===== src/rtl/systolic_skew_feeder_if.sv =====
// Handshake/bus bundle between a vector producer, the skew feeder and the PE array left edge.
// The feeder side uses the slave modport; the producer/array side uses the master modport.
interface systolic_skew_feeder_if #(
  parameter int ROWS       = 8,
  parameter int DATA_WIDTH = 8
);
  logic [ROWS*DATA_WIDTH-1:0] in_data;
  logic                       in_valid;
  logic                       in_last;
  logic                       in_ready;
  logic                       out_stall;
  logic [ROWS*DATA_WIDTH-1:0] out_data;
  logic [ROWS-1:0]            out_valid;
  logic                       busy;
  logic                       done;

  modport slave (
    input  in_data, in_valid, in_last, out_stall,
    output in_ready, out_data, out_valid, busy, done
  );

  modport master (
    output in_data, in_valid, in_last, out_stall,
    input  in_ready, out_data, out_valid, busy, done
  );
endinterface


===== src/rtl/systolic_skew_feeder.sv =====
// Skews column vectors into a diagonal wavefront (row r delayed r cycles) for a systolic array.
// Optional macro SKEW_FEEDER_BYPASS_EN adds a per-tile `bypass` input that disables the skew.
module systolic_skew_feeder #(
  parameter int ROWS       = 8,
  parameter int DATA_WIDTH = 8
) (
  input  logic                  clk,
  input  logic                  reset,
`ifdef SKEW_FEEDER_BYPASS_EN
  input  logic                  bypass,
`endif
  systolic_skew_feeder_if.slave bus
);

  localparam int CW = $clog2(ROWS) + 1;

  typedef enum logic [1:0] {
    IDLE   = 2'd0,
    STREAM = 2'd1,
    FLUSH  = 2'd2
  } state_e;

  state_e          state_q, state_d;
  logic [CW-1:0]   flush_cnt_q, flush_cnt_d;
  logic            done_q, done_d;
  logic            advance;
  logic            accept;
  logic            last_direct;
  logic            lane_clr;

  assign advance      = !bus.out_stall;
  assign bus.in_ready = advance && (state_q != FLUSH);
  assign accept       = bus.in_valid && bus.in_ready;
  assign bus.busy     = (state_q != IDLE);
  assign bus.done     = done_q;

`ifdef SKEW_FEEDER_BYPASS_EN
  logic mode_q, mode_d;
  logic skew_off;

  // The tile's mode is chosen on the opening accept; mid-tile decisions use the stored mode.
  assign skew_off    = (state_q == IDLE) ? bypass : mode_q;
  assign last_direct = (ROWS == 1) || skew_off;
  assign lane_clr    = mode_q;

  always_comb begin
    mode_d = mode_q;
    if (accept && state_q == IDLE) mode_d = bypass;
  end

  always_ff @(posedge clk or negedge reset) begin
    if (!reset)       mode_q <= 1'b0;
    else if (advance) mode_q <= mode_d;
  end
`else
  assign last_direct = (ROWS == 1);
  assign lane_clr    = 1'b0;
`endif

  // NOTE: every variable driven here gets a default first so no path leaves it unassigned (no latch).
  always_comb begin
    state_d     = state_q;
    flush_cnt_d = flush_cnt_q;
    done_d      = 1'b0;
    unique case (state_q)
      IDLE, STREAM: begin
        if (accept) begin
          if (!bus.in_last) begin
            state_d = STREAM;
          end else if (last_direct) begin
            state_d = IDLE;
            done_d  = 1'b1;
          end else begin
            state_d     = FLUSH;
            flush_cnt_d = CW'(ROWS - 1);
          end
        end
      end
      FLUSH: begin
        if (flush_cnt_q == CW'(1)) begin
          state_d     = IDLE;
          flush_cnt_d = '0;
          done_d      = 1'b1;
        end else begin
          flush_cnt_d = flush_cnt_q - CW'(1);
        end
      end
      default: state_d = IDLE;
    endcase
  end

  // NOTE: sequential state uses non-blocking assignments so all registers update from pre-edge values.
  always_ff @(posedge clk or negedge reset) begin
    if (!reset) begin
      state_q     <= IDLE;
      flush_cnt_q <= '0;
      done_q      <= 1'b0;
    end else if (advance) begin
      state_q     <= state_d;
      flush_cnt_q <= flush_cnt_d;
      done_q      <= done_d;
    end
  end

  for (genvar r = 0; r < ROWS; r++) begin : g_row
    logic [DATA_WIDTH-1:0] data_q [0:r];
    logic [r:0]            valid_q;

    // NOTE: delay-line stages are reset because out_data/out_valid must read zero straight out of reset.
    always_ff @(posedge clk or negedge reset) begin
      if (!reset) begin
        for (int k = 0; k <= r; k++) data_q[k] <= '0;
        valid_q <= '0;
      end else if (advance) begin
        data_q[0]  <= accept ? bus.in_data[r*DATA_WIDTH +: DATA_WIDTH] : '0;
        valid_q[0] <= accept;
        for (int k = 1; k <= r; k++) begin
          data_q[k]  <= lane_clr ? '0 : data_q[k-1];
          valid_q[k] <= lane_clr ? 1'b0 : valid_q[k-1];
        end
      end
    end

`ifdef SKEW_FEEDER_BYPASS_EN
    assign bus.out_data[r*DATA_WIDTH +: DATA_WIDTH] = mode_q ? data_q[0] : data_q[r];
    assign bus.out_valid[r]                         = mode_q ? valid_q[0] : valid_q[r];
`else
    assign bus.out_data[r*DATA_WIDTH +: DATA_WIDTH] = data_q[r];
    assign bus.out_valid[r]                         = valid_q[r];
`endif
  end

endmodule


===== src/flat_wrapper.sv =====
// flat-port wrapper written by rule: the top's interface ports become plain ports
module systolic_skew_feeder_flat 
#(
  parameter int ROWS       = 8,
  parameter int DATA_WIDTH = 8
)
  (clk, reset, bus_in_data, bus_in_valid, bus_in_last, bus_out_stall, bus_in_ready, bus_out_data, bus_out_valid, bus_busy, bus_done);
  systolic_skew_feeder_if #(.ROWS(ROWS), .DATA_WIDTH(DATA_WIDTH)) bus_i ();
  input  logic clk;
  input  logic reset;
  input wire logic [$bits(bus_i.in_data)-1:0] bus_in_data;
  input wire logic [$bits(bus_i.in_valid)-1:0] bus_in_valid;
  input wire logic [$bits(bus_i.in_last)-1:0] bus_in_last;
  input wire logic [$bits(bus_i.out_stall)-1:0] bus_out_stall;
  output wire logic [$bits(bus_i.in_ready)-1:0] bus_in_ready;
  output wire logic [$bits(bus_i.out_data)-1:0] bus_out_data;
  output wire logic [$bits(bus_i.out_valid)-1:0] bus_out_valid;
  output wire logic [$bits(bus_i.busy)-1:0] bus_busy;
  output wire logic [$bits(bus_i.done)-1:0] bus_done;
  assign bus_i.in_data = bus_in_data;
  assign bus_i.in_valid = bus_in_valid;
  assign bus_i.in_last = bus_in_last;
  assign bus_i.out_stall = bus_out_stall;
  assign bus_in_ready = bus_i.in_ready;
  assign bus_out_data = bus_i.out_data;
  assign bus_out_valid = bus_i.out_valid;
  assign bus_busy = bus_i.busy;
  assign bus_done = bus_i.done;
  systolic_skew_feeder #(.ROWS(ROWS), .DATA_WIDTH(DATA_WIDTH)) u_core (.clk(clk), .reset(reset), .bus(bus_i));
endmodule

===== config.mk =====
export PLATFORM = sky130hd
export DESIGN_NAME = systolic_skew_feeder_flat
export DESIGN_NICKNAME = d
export VERILOG_FILES = /design/src/rtl/systolic_skew_feeder_if.sv /design/src/rtl/systolic_skew_feeder.sv /design/src/flat_wrapper.sv
export SDC_FILE = /design/constraint.sdc
export NUM_CORES = 1
export LEC_CHECK = 0
export ABC_AREA = 1
export CORE_ASPECT_RATIO = 0.5
export CORE_MARGIN = 5
export CORE_UTILIZATION = 30
export CTS_CLUSTER_SIZE = 10
export DETAILED_ROUTE_END_ITERATION = 8
export GPL_TIMING_DRIVEN = 1
export HOLD_SLACK_MARGIN = 0.15
export MAX_ROUTING_LAYER = met4
export SLEW_MARGIN = 20
export SYNTH_ARGS = -nofsm -noshare
export SYNTH_HDL_FRONTEND = slang
export SYNTH_SLANG_ARGS = --single-unit

===== constraint.sdc =====
create_clock -name clk -period 1.7 [get_ports clk]
set_input_delay 0.425 -clock clk [delete_from_list [all_inputs] [get_ports clk]]
set_output_delay 0.425 -clock clk [all_outputs]
set_load 0.01 [all_outputs]

==> impl_metrics.csv, run 1 <==
group,metric,value,unit
sta,tightest_slew,527,ps
clocking,cts.htree.levels,2,
run_status,violations,"negative setup slack",
placement,place_ws,45.6,ps
clocking,clk_latency,500,ps
sta,final.period_utilization,102,%
grt,busiest_layer,"met2",
final_layout,area_growth,20.6,%
sta,report.final.slew_viol_count,0,
flow_run,maxCapViolCount,0,
power_and_ir_drop,ir_worst_vdd,0.543,mV
sta,setup_slack,-30.8,ps
final_layout,mostFrequentLayoutCells,"nand2_1 (598), dfrtp_1 (303), o21ai_0 (91)",
sta,hold_viol,0,
min_path,hp-class,"input pin to async pin",
placement,port_buffers,143,
route,postRouteAntennaNets,0,
clocking,cts_root_buffer,"clkbuf_16",
power_and_ir_drop,p_sw,4.98,mW
route,viasPerCell,4.22,
route,post_drt_wl_per_cell,13.2,um
placement,dp_hpwl,15900,um
grt,grt_pass1_vias,8183,
critical_path,slowest_stage,"dfrtp_1",
clocking,cts-buffers-inserted,36,
critical_path,critPathBufInv,3,
critical_path,reg2reg_depth,6,
clocking,clk_pin_slew,60,ps
critical_path,crit_type,"register to output port",
power_and_ir_drop,power_frac_seq,48.8,%
clocking,clkSinkCount,303,
sta,finClkSkew,14.8,ps
route,routed_wl,25300,um
synth,syn_inst,1305,
final_layout,nets,1457,
floorplanning,core_area,39300,um^2
grt,grt_usage,11.8,%
floorplanning,dieHeight,152,um
power_and_ir_drop,power.share.clock,36.2,%
synth,synth_top_area_share,62.9,%
sta,relSlewSlack,64.9,%
floorplanning,die_width,293,um
placement,gp_congestion,0.775,
grt,grt_first_pass_wirelength,42400,um
critical_path,arrival,1310,ps
synth,synth_cell_types,24,
critical_path,cp-start-kind,"register",
power_and_ir_drop,swShare,26.9,%
critical_path,path_cells,"buf_4 -> inv_1 -> nand2_1 -> buf_2",
final_layout,final_common_cell,"nand2_1",
grt,met3_usage,2.27,%
power_and_ir_drop,p_leak,7.55,nW
synth,yosysSeqAreaShare,62.9,%
floorplanning,floorplan.die_area,44500,um^2
placement,placed_area,13600,um^2
critical_path,slowest_delay,410,ps
grt,antenna_found_initial,3,
synth,synthTopCellsByArea,"dfrtp_1 (63%), nand2_1 (19%), buf_4 (4.5%)",
critical_path,reg2reg_setup_slack,230,ps
grt,grt_util_met1,14.9,%
sta,grt_setup_unrepaired,"true",
grt,grt_overflow,0,
synth,syn_avg_cell_area,9.24,um^2
synth,synthesis.area,12100,um^2
critical_path,worst_setup_path_end_kind,"output port",
power_and_ir_drop,power,18.5,mW
floorplanning,initial_utilization,30.7,%
clocking,cts_tree,"done",
sta,final.min_clock_period,1730,ps
synth,ys_seq_elements,303,
route,dr.pass1.iters,4,
clocking,clock_path_buffers,3,
critical_path,cp.required,1270,ps
final_layout,final_area,14500,um^2
grt,met2_usage,19.7,%
run_status,status,"complete, but fails checks",
synth,ys.warnings.count,0,
power_and_ir_drop,p_int,13.5,mW
route,drc_errors,0,
power_and_ir_drop,p_comb_share,15.0,%
critical_path,crit_family,"flip-flops",
synth,syn-num-nets,1376,
final_layout,drive_gt1_share,5.76,%
sta,fmax,578,MHz
grt,grt_max_degree,113,
route,first_iter_violations,598,
power_and_ir_drop,power.density,1270,nW/um^2
floorplanning,io_pins,144,
final_layout,final_core_util,37.0,%
sta,setup-tns-final,-55.0,ps
critical_path,timing.rr.start,"u_core.state_q[1]$_DFFE_PN0P_",
floorplanning,num_rows,51,
route,vias,8109,
critical_path,cp.depth,4,
critical_path,crit_fanout,4,
synth,yosys.area.top_type,"dfrtp_1",
critical_path,r2r-end,"u_core.g_row[4].data_q[38]$_DFFE_PN0N_",
sta,setup_violations,2,
synthesized netlist by cell type (all sizes together):
master,count
a21boi,1
a21oi,2
a22oi,1
a31oi,1
buf,114
clkbuf,15
dfrtp,303
ha,2
inv,68
nand2,599
nand3,67
nand4,1
nor2,6
o21ai,123
o31ai,1
or2,1
timing repair:
item / CTS / global route
endpoints found under the hold margin: 209 / 0
setup endpoints to repair: 75 / 59
hold buffers: 1 / 0
gates cloned: 0 / 0
setup buffers: 0 / 1
gates resized for setup: 79 / 6
layer usage:
metal	vias up	wire length, um
met5	-	0
met4	0	457
met3	34	832
met2	74	12500
met1	3866	11500
li1	4135	-
area by class of cell:
class | instances | area (um^2)
Clock inverter | 2 | 23.8
Clock buffer | 40 | 958
Antenna cell | 3 | 7.51
Sequential cell | 303 | 7580
Fill cell | 4016 | 24800
Multi-Input combinational cell | 805 | 3320
Tap cell | 530 | 663
Inverter | 68 | 263
Timing Repair Buffer | 172 | 1720
power by group through the flow:
stage | Combinational (mW) | Sequential [mW] | Clock, mW
2_1_floorplan | 1.99 | 9.03 | 0
4_1_cts | 2.82 | 9.02 | 6.89
3_5_place_dp | 3.03 | 9.14 | 0
3_3_place_gp | 2.98 | 9.11 | 0
5_1_grt | 3.18 | 9.16 | 7.19
6_report | 2.78 | 9.02 | 6.69
state kept, by name (all words and copies together) (netlist names):
register,flops
u_core.flush_cnt_q,4
u_core.g_row.data_q,232
u_core.state_q,2
u_core.g_row.valid_q,8
u_core.bus.out_data,56
u_core.bus.done,1
worst reg2reg max path, stage by stage, from the launching register on:
cell and delay [ps]:
dfrtp_1 410, nand2_4 120, inv_4 50, nor2_4 80, buf_6 440, nand3_1 170, o21ai_0 110
worst max path at each step:
stage                                             start                                      to  slack [ps]
after global routing      u_core.state_q[1]$_DFFE_PN0P_                                bus_busy         -70
after CTS                 u_core.state_q[0]$_DFFE_PN0P_                            bus_in_ready        -200
after detailed placement  u_core.state_q[0]$_DFFE_PN0P_  u_core.g_row[4].data_q[38]$_DFFE_PN0N_          50
final                     u_core.state_q[1]$_DFFE_PN0P_                                bus_busy         -30
after floorplan                           bus_out_stall                            bus_in_ready         350
after global placement    u_core.state_q[0]$_DFFE_PN0P_                            bus_in_ready         100
through the flow:
step / hold WS (ps) / cells
6_report: 392 / 1923
5_1_grt: 416 / 1923
4_1_cts: 377 / 1919
3_5_place_dp: 323 / 1876
3_3_place_gp: 326 / 1876
2_1_floorplan: 129 / 1305
cell families (layout without fill, tap and decap cells):
group	count (synthesis)	in the layout	share of synthesized area (%)
AND/OR/NAND/NOR	674	674	21.8
flip-flops	303	303	62.9
buffers and inverters	197	282	9.63
AO/OA/AOI/OAI	129	129	5.43
adder cells (fa/ha/maj)	2	2	0.208
other	0	3	0
Power figures use the tool's default switching activity.
==> run 2, diff against run 1 <==
- CORE_UTILIZATION: 30 -> 25
- GPL_TIMING_DRIVEN: 1 -> 0
==> impl_metrics.csv, run 2 (synthesis results as in run 1) <==
group,metric,value,unit
run_status,status,"complete, but fails checks",
run_status,violations,"negative hold slack, negative setup slack",
floorplanning,initial_utilization,25.5,%
sta,grt_setup_unrepaired,"true",
grt,grt_first_pass_wirelength,46800,um
floorplanning,floorplan.die_area,53000,um^2
final_layout,final_core_util,32.5,%
clocking,cts_root_buffer,"clkbuf_16",
sta,fmax,544,MHz
clocking,cts_tree,"done",
placement,dp_hpwl,20100,um
power_and_ir_drop,power.density,1240,nW/um^2
final_layout,regArea,7580,um^2
final_layout,mostFrequentLayoutCells,"nand2_1 (598), dfrtp_1 (303), buf_4 (92)",
floorplanning,num_rows,56,
route,dr.pass1.iters,5,
flow_run,maxCapViolCount,0,
critical_path,crit_type,"register to output port",
clocking,clk_latency,500,ps
final_layout,drive_gt1_share,13.6,%
critical_path,worst_setup_path_end_kind,"output port",
clocking,clkSinkCount,303,
route,first_iter_violations,588,
route,viasPerCell,4.08,
floorplanning,dieHeight,165,um
clocking,clock_path_buffers,3,
power_and_ir_drop,power,19.1,mW
final_layout,largest_register_ffs,232,
placement,port_buffers,143,
critical_path,slowest_stage,"dfrtp_1",
sta,setup-tns-final,-213,ps
critical_path,cp.required,1270,ps
sta,tightest_slew,556,ps
sta,report.final.slew_viol_count,0,
floorplanning,core_area,47200,um^2
final_layout,fillers,4914,
floorplanning,io_pins,144,
grt,grt_usage,11.1,%
route,post_drt_wl_per_cell,13.4,um
sta,hold_viol,65,
route,postRouteAntennaNets,0,
final_layout,largest_register,"u_core.g_row.data_q",
critical_path,cp-start-kind,"register",
sta,relSlewSlack,62.9,%
route,vias,8781,
power_and_ir_drop,p_leak,7.89,nW
critical_path,path_cells,"nand2_2 -> inv_2 -> nor2_4 -> buf_12 -> buf_6",
sta,setup_slack,-138,ps
grt,grt_pass1_vias,8893,
final_layout,nets,1580,
sta,final.min_clock_period,1840,ps
grt,antenna_found_initial,0,
power_and_ir_drop,ir_worst_vdd,0.541,mV
clocking,cts-buffers-inserted,36,
critical_path,slowest_delay,390,ps
final_layout,final_common_cell,"nand2_1",
critical_path,crit_family,"flip-flops",
final_layout,area_growth,27.5,%
final_layout,multi_input_area,3310,um^2
route,drc_errors,0,
clocking,clk_pin_slew,50,ps
grt,grt_overflow,0,
clocking,cts.htree.levels,2,
grt,grt_max_degree,98,
min_path,hp-class,"input pin to async pin",
critical_path,arrival,1410,ps
sta,setup_violations,2,
sta,final.period_utilization,108,%
critical_path,crit_fanout,5,
sta,holdWs,-126,ps
placement,gp_congestion,0.789,
sta,finClkSkew,10.1,ps
critical_path,critPathBufInv,3,
floorplanning,die_width,321,um
route,routed_wl,28800,um
final_layout,diodes,0,
[run 2: cell count changes in the layout (fill, tap and decap cells not counted), sizes merged]
cell	change
buf	+114
dlygate4sd2	-56
clkdlybuf4s15	+37
clkbuf	+28
diode	-3
clkdlybuf4s50	+1
clkinvlp	-1
dlygate4sd3	-1
[run 2: per-layer routing]
| metal | track usage (%) | vias to the layer above | part of all wire, % |
|---|---|---|---|
| li1 | - | 4382 | - |
| met1 | 12.8 | 4273 | 42 |
| met2 | 20.5 | 84 | 53 |
| met3 | 1.52 | 42 | 2.5 |
| met4 | 3.31 | 0 | 2.3 |
| met5 | - | - | 0 |
[run 2: area by class of cell]
cell class	instances	area share, %
Inverter	68	1.68
Tap cell	638	5.20
Sequential cell	303	49.3
Multi-Input combinational cell	805	21.5
Clock buffer	40	6.16
Clock inverter	1	0.0326
Buffer	128	5.89
Timing Repair Buffer	167	10.2
[run 2: worst paths after layout]
kind	slack, ps	cells past startpoint	end	from
worst max-delay path	-140	5	bus_in_ready	u_core.state_q[1]$_DFFE_PN0P_
min in group clk	460	2	u_core.bus.out_data[42]$_DFFE_PN0N_	u_core.g_row[5].data_q[10]$_DFFE_PN0N_
worst max register to register	210	8	u_core.g_row[5].data_q[42]$_DFFE_PN0N_	u_core.state_q[1]$_DFFE_PN0P_
worst min register to register	460	2	u_core.bus.out_data[42]$_DFFE_PN0N_	u_core.g_row[5].data_q[10]$_DFFE_PN0N_
max in group asynchronous	600	3	u_core.bus.out_data[29]$_DFFE_PN0N_	reset
worst min-delay path	-130	1	u_core.state_q[0]$_DFFE_PN0P_	reset
[run 2: where the power goes]
part / internal [mW] / switching, mW / leakage (nW) / total [mW]
Sequential: 8.43 / 0.621 / 4.03 / 9.05
Combinational: 1.62 / 1.83 / 3.40 / 3.45
Clock: 3.88 / 2.67 / 0.469 / 6.56
Total: 13.9 / 5.13 / 7.89 / 19.1
[run 2: per-stage QoR]
| step | hold WS [ps] | cell area (um^2) | instances | setup slack (ps) |
|---|---|---|---|---|
| after CTS | -124 | 15400 | 2141 | -227 |
| after global routing | -92.9 | 15400 | 2150 | -215 |
| final | -126 | 15400 | 2150 | -138 |
| after detailed placement | 410 | 14400 | 2089 | -1030 |
| after global placement | 449 | 14300 | 2086 | -13140 |
| after floorplan | 129 | 12100 | 1305 | 354 |
[run 2: repair_timing]
action                                  CTS  global route
setup buffers                            12            10
pin swaps                                 2             2
cloned                                    0             0
endpoints found under the hold margin    65            65
gates resized for setup                 157            22
endpoints found under the setup margin   75            24
==> run 3, diff against run 2 <==
- SLEW_MARGIN: 20 -> default
==> impl_metrics.csv, run 3 (synthesis results as in run 1) <==
group,metric,value,unit
route,viasPerCell,4.07,
power_and_ir_drop,p_int,13.9,mW
clocking,cts_root_buffer,"clkbuf_16",
power_and_ir_drop,p_sw,5.15,mW
power_and_ir_drop,power_frac_seq,47.4,%
sta,finClkSkew,14.6,ps
final_layout,nets,1576,
placement,port_buffers,143,
power_and_ir_drop,p_leak,7.87,nW
sta,grt_setup_unrepaired,"true",
critical_path,crit_type,"register to output port",
flow_run,maxCapViolCount,0,
critical_path,crit_fanout,4,
final_layout,final_core_util,32.4,%
floorplanning,die_width,321,um
grt,grt_overflow,0,
route,dr.pass1.iters,5,
final_layout,final_area,15300,um^2
power_and_ir_drop,power.share.clock,34.9,%
sta,holdWs,-120,ps
placement,gp_congestion,0.789,
run_status,violations,"negative hold slack, negative setup slack",
placement,dp_hpwl,19900,um
clocking,clkSinkCount,303,
final_layout,largest_register_ffs,232,
floorplanning,initial_utilization,25.5,%
critical_path,cp.required,1270,ps
sta,tightest_slew,621,ps
final_layout,mostFrequentLayoutCells,"nand2_1 (598), dfrtp_1 (303), o21ai_0 (91)",
run_status,status,"complete, but fails checks",
clocking,cts.htree.levels,2,
critical_path,worst_setup_path_end_kind,"output port",
critical_path,cp-start-kind,"register",
critical_path,reg2reg_depth,8,
grt,grt_first_pass_wirelength,47100,um
clocking,cts_tree,"done",
route,first_iter_violations,632,
power_and_ir_drop,swShare,27.0,%
sta,report.final.slew_viol_count,0,
final_layout,final_common_cell,"nand2_1",
floorplanning,floorplan.die_area,53000,um^2
final_layout,largest_register,"u_core.g_row.data_q",
clocking,cts-buffers-inserted,36,
grt,grt_usage,11.2,%
sta,fmax,540,MHz
route,postRouteAntennaNets,0,
grt,grt_max_degree,117,
final_layout,area_growth,26.8,%
route,routed_wl,28800,um
floorplanning,core_area,47200,um^2
placement,placed_area,14300,um^2
final_layout,drive_gt1_share,13.9,%
route,vias,8747,
floorplanning,num_rows,56,
route,drc_errors,0,
final_layout,diodes,0,
route,post_drt_wl_per_cell,13.4,um
sta,setup-tns-final,-152,ps
power_and_ir_drop,power,19.1,mW
grt,grt_pass1_vias,8924,
floorplanning,dieHeight,165,um
clocking,clk_latency,500,ps
min_path,hp-class,"input pin to async pin",
floorplanning,io_pins,144,
sta,final.period_utilization,109,%
power_and_ir_drop,power.density,1250,nW/um^2
clocking,clock_path_buffers,3,
sta,setup_slack,-152,ps
sta,hold_viol,73,
critical_path,arrival,1430,ps
sta,final.min_clock_period,1850,ps
power_and_ir_drop,ir_worst_vdd,0.564,mV
power_and_ir_drop,p_comb_share,17.7,%
grt,antenna_found_initial,0,
sta,setup_violations,1,
clocking,clk_pin_slew,50,ps
sta,relSlewSlack,58.6,%
-- run 3: cell count changes in the layout (fill, tap and decap cells not counted), sizes merged --
cell           before  now
clkdlybuf4s15      37   29
clkinv              1    0
clkbuf             69   75
-- run 3: worst paths after layout --
check	start	to	slack, ps
min in group clk	u_core.g_row[2].data_q[14]$_DFFE_PN0N_	u_core.bus.out_data[22]$_DFFE_PN0N_	460
worst min-delay path	reset	u_core.flush_cnt_q[3]$_DFFE_PN0P_	-120
max in group asynchronous	reset	u_core.bus.out_data[41]$_DFFE_PN0N_	310
worst min register to register	u_core.g_row[2].data_q[14]$_DFFE_PN0N_	u_core.bus.out_data[22]$_DFFE_PN0N_	460
worst max-delay path	u_core.state_q[1]$_DFFE_PN0P_	bus_in_ready	-150
worst max register to register	u_core.state_q[1]$_DFFE_PN0P_	u_core.g_row[5].data_q[42]$_DFFE_PN0N_	200
-- run 3: layout make-up --
class,instances,area (um^2)
fillers,4953,31900
multi-input cells,805,3310
clock buffers,42,965
flip-flops and latches,303,7580
repair buffers,163,1470
inverters,68,258
plain buffers,128,905
well taps,638,798
-- run 3: layer usage --
metal / up-vias / GRT usage [%] / share of wire (%) / routed length [um]
met5: - / - / 0 / 0
met4: 0 / 3.31 / 2.3 / 650
met3: 51 / 1.46 / 2.2 / 640
met2: 76 / 20.7 / 54 / 15500
met1: 4232 / 12.9 / 42 / 12000
li1: 4388 / - / - / -
-- run 3: metrics by stage --
step / worst slack, ps / cells / hold slack [ps]
2_1_floorplan: 354 / 1305 / 129
3_3_place_gp: -13140 / 2086 / 449
3_5_place_dp: -1050 / 2088 / 427
4_1_cts: -228 / 2140 / -109
5_1_grt: -227 / 2147 / -86.0
6_report: -152 / 2147 / -120
-- run 3: power by group through the flow --
stage | sequential, mW | combinational [mW] | clock (mW)
global route | 9.20 | 3.83 | 7.15
detailed placement | 9.18 | 3.47 | 0
finish | 9.05 | 3.38 | 6.66
floorplan | 9.03 | 1.99 | 0
global placement | 9.18 | 3.39 | 0
CTS | 9.06 | 3.44 | 6.83
-- run 3: what timing repair did --
action / in CTS / in global routing
cloned: 0 / 0
gates resized for setup: 162 / 28
hold endpoints to repair: 73 / 73
buffers inserted: 11 / 8
setup endpoints to repair: 75 / 30
pin swaps: 2 / 1
-- run 3: critical path: stages (launching register included) --
cell and delay [ps]:
dfrtp_1 400, nand2_2 80, inv_2 50, nor2_4 150
buf_12 140, buf_6 100
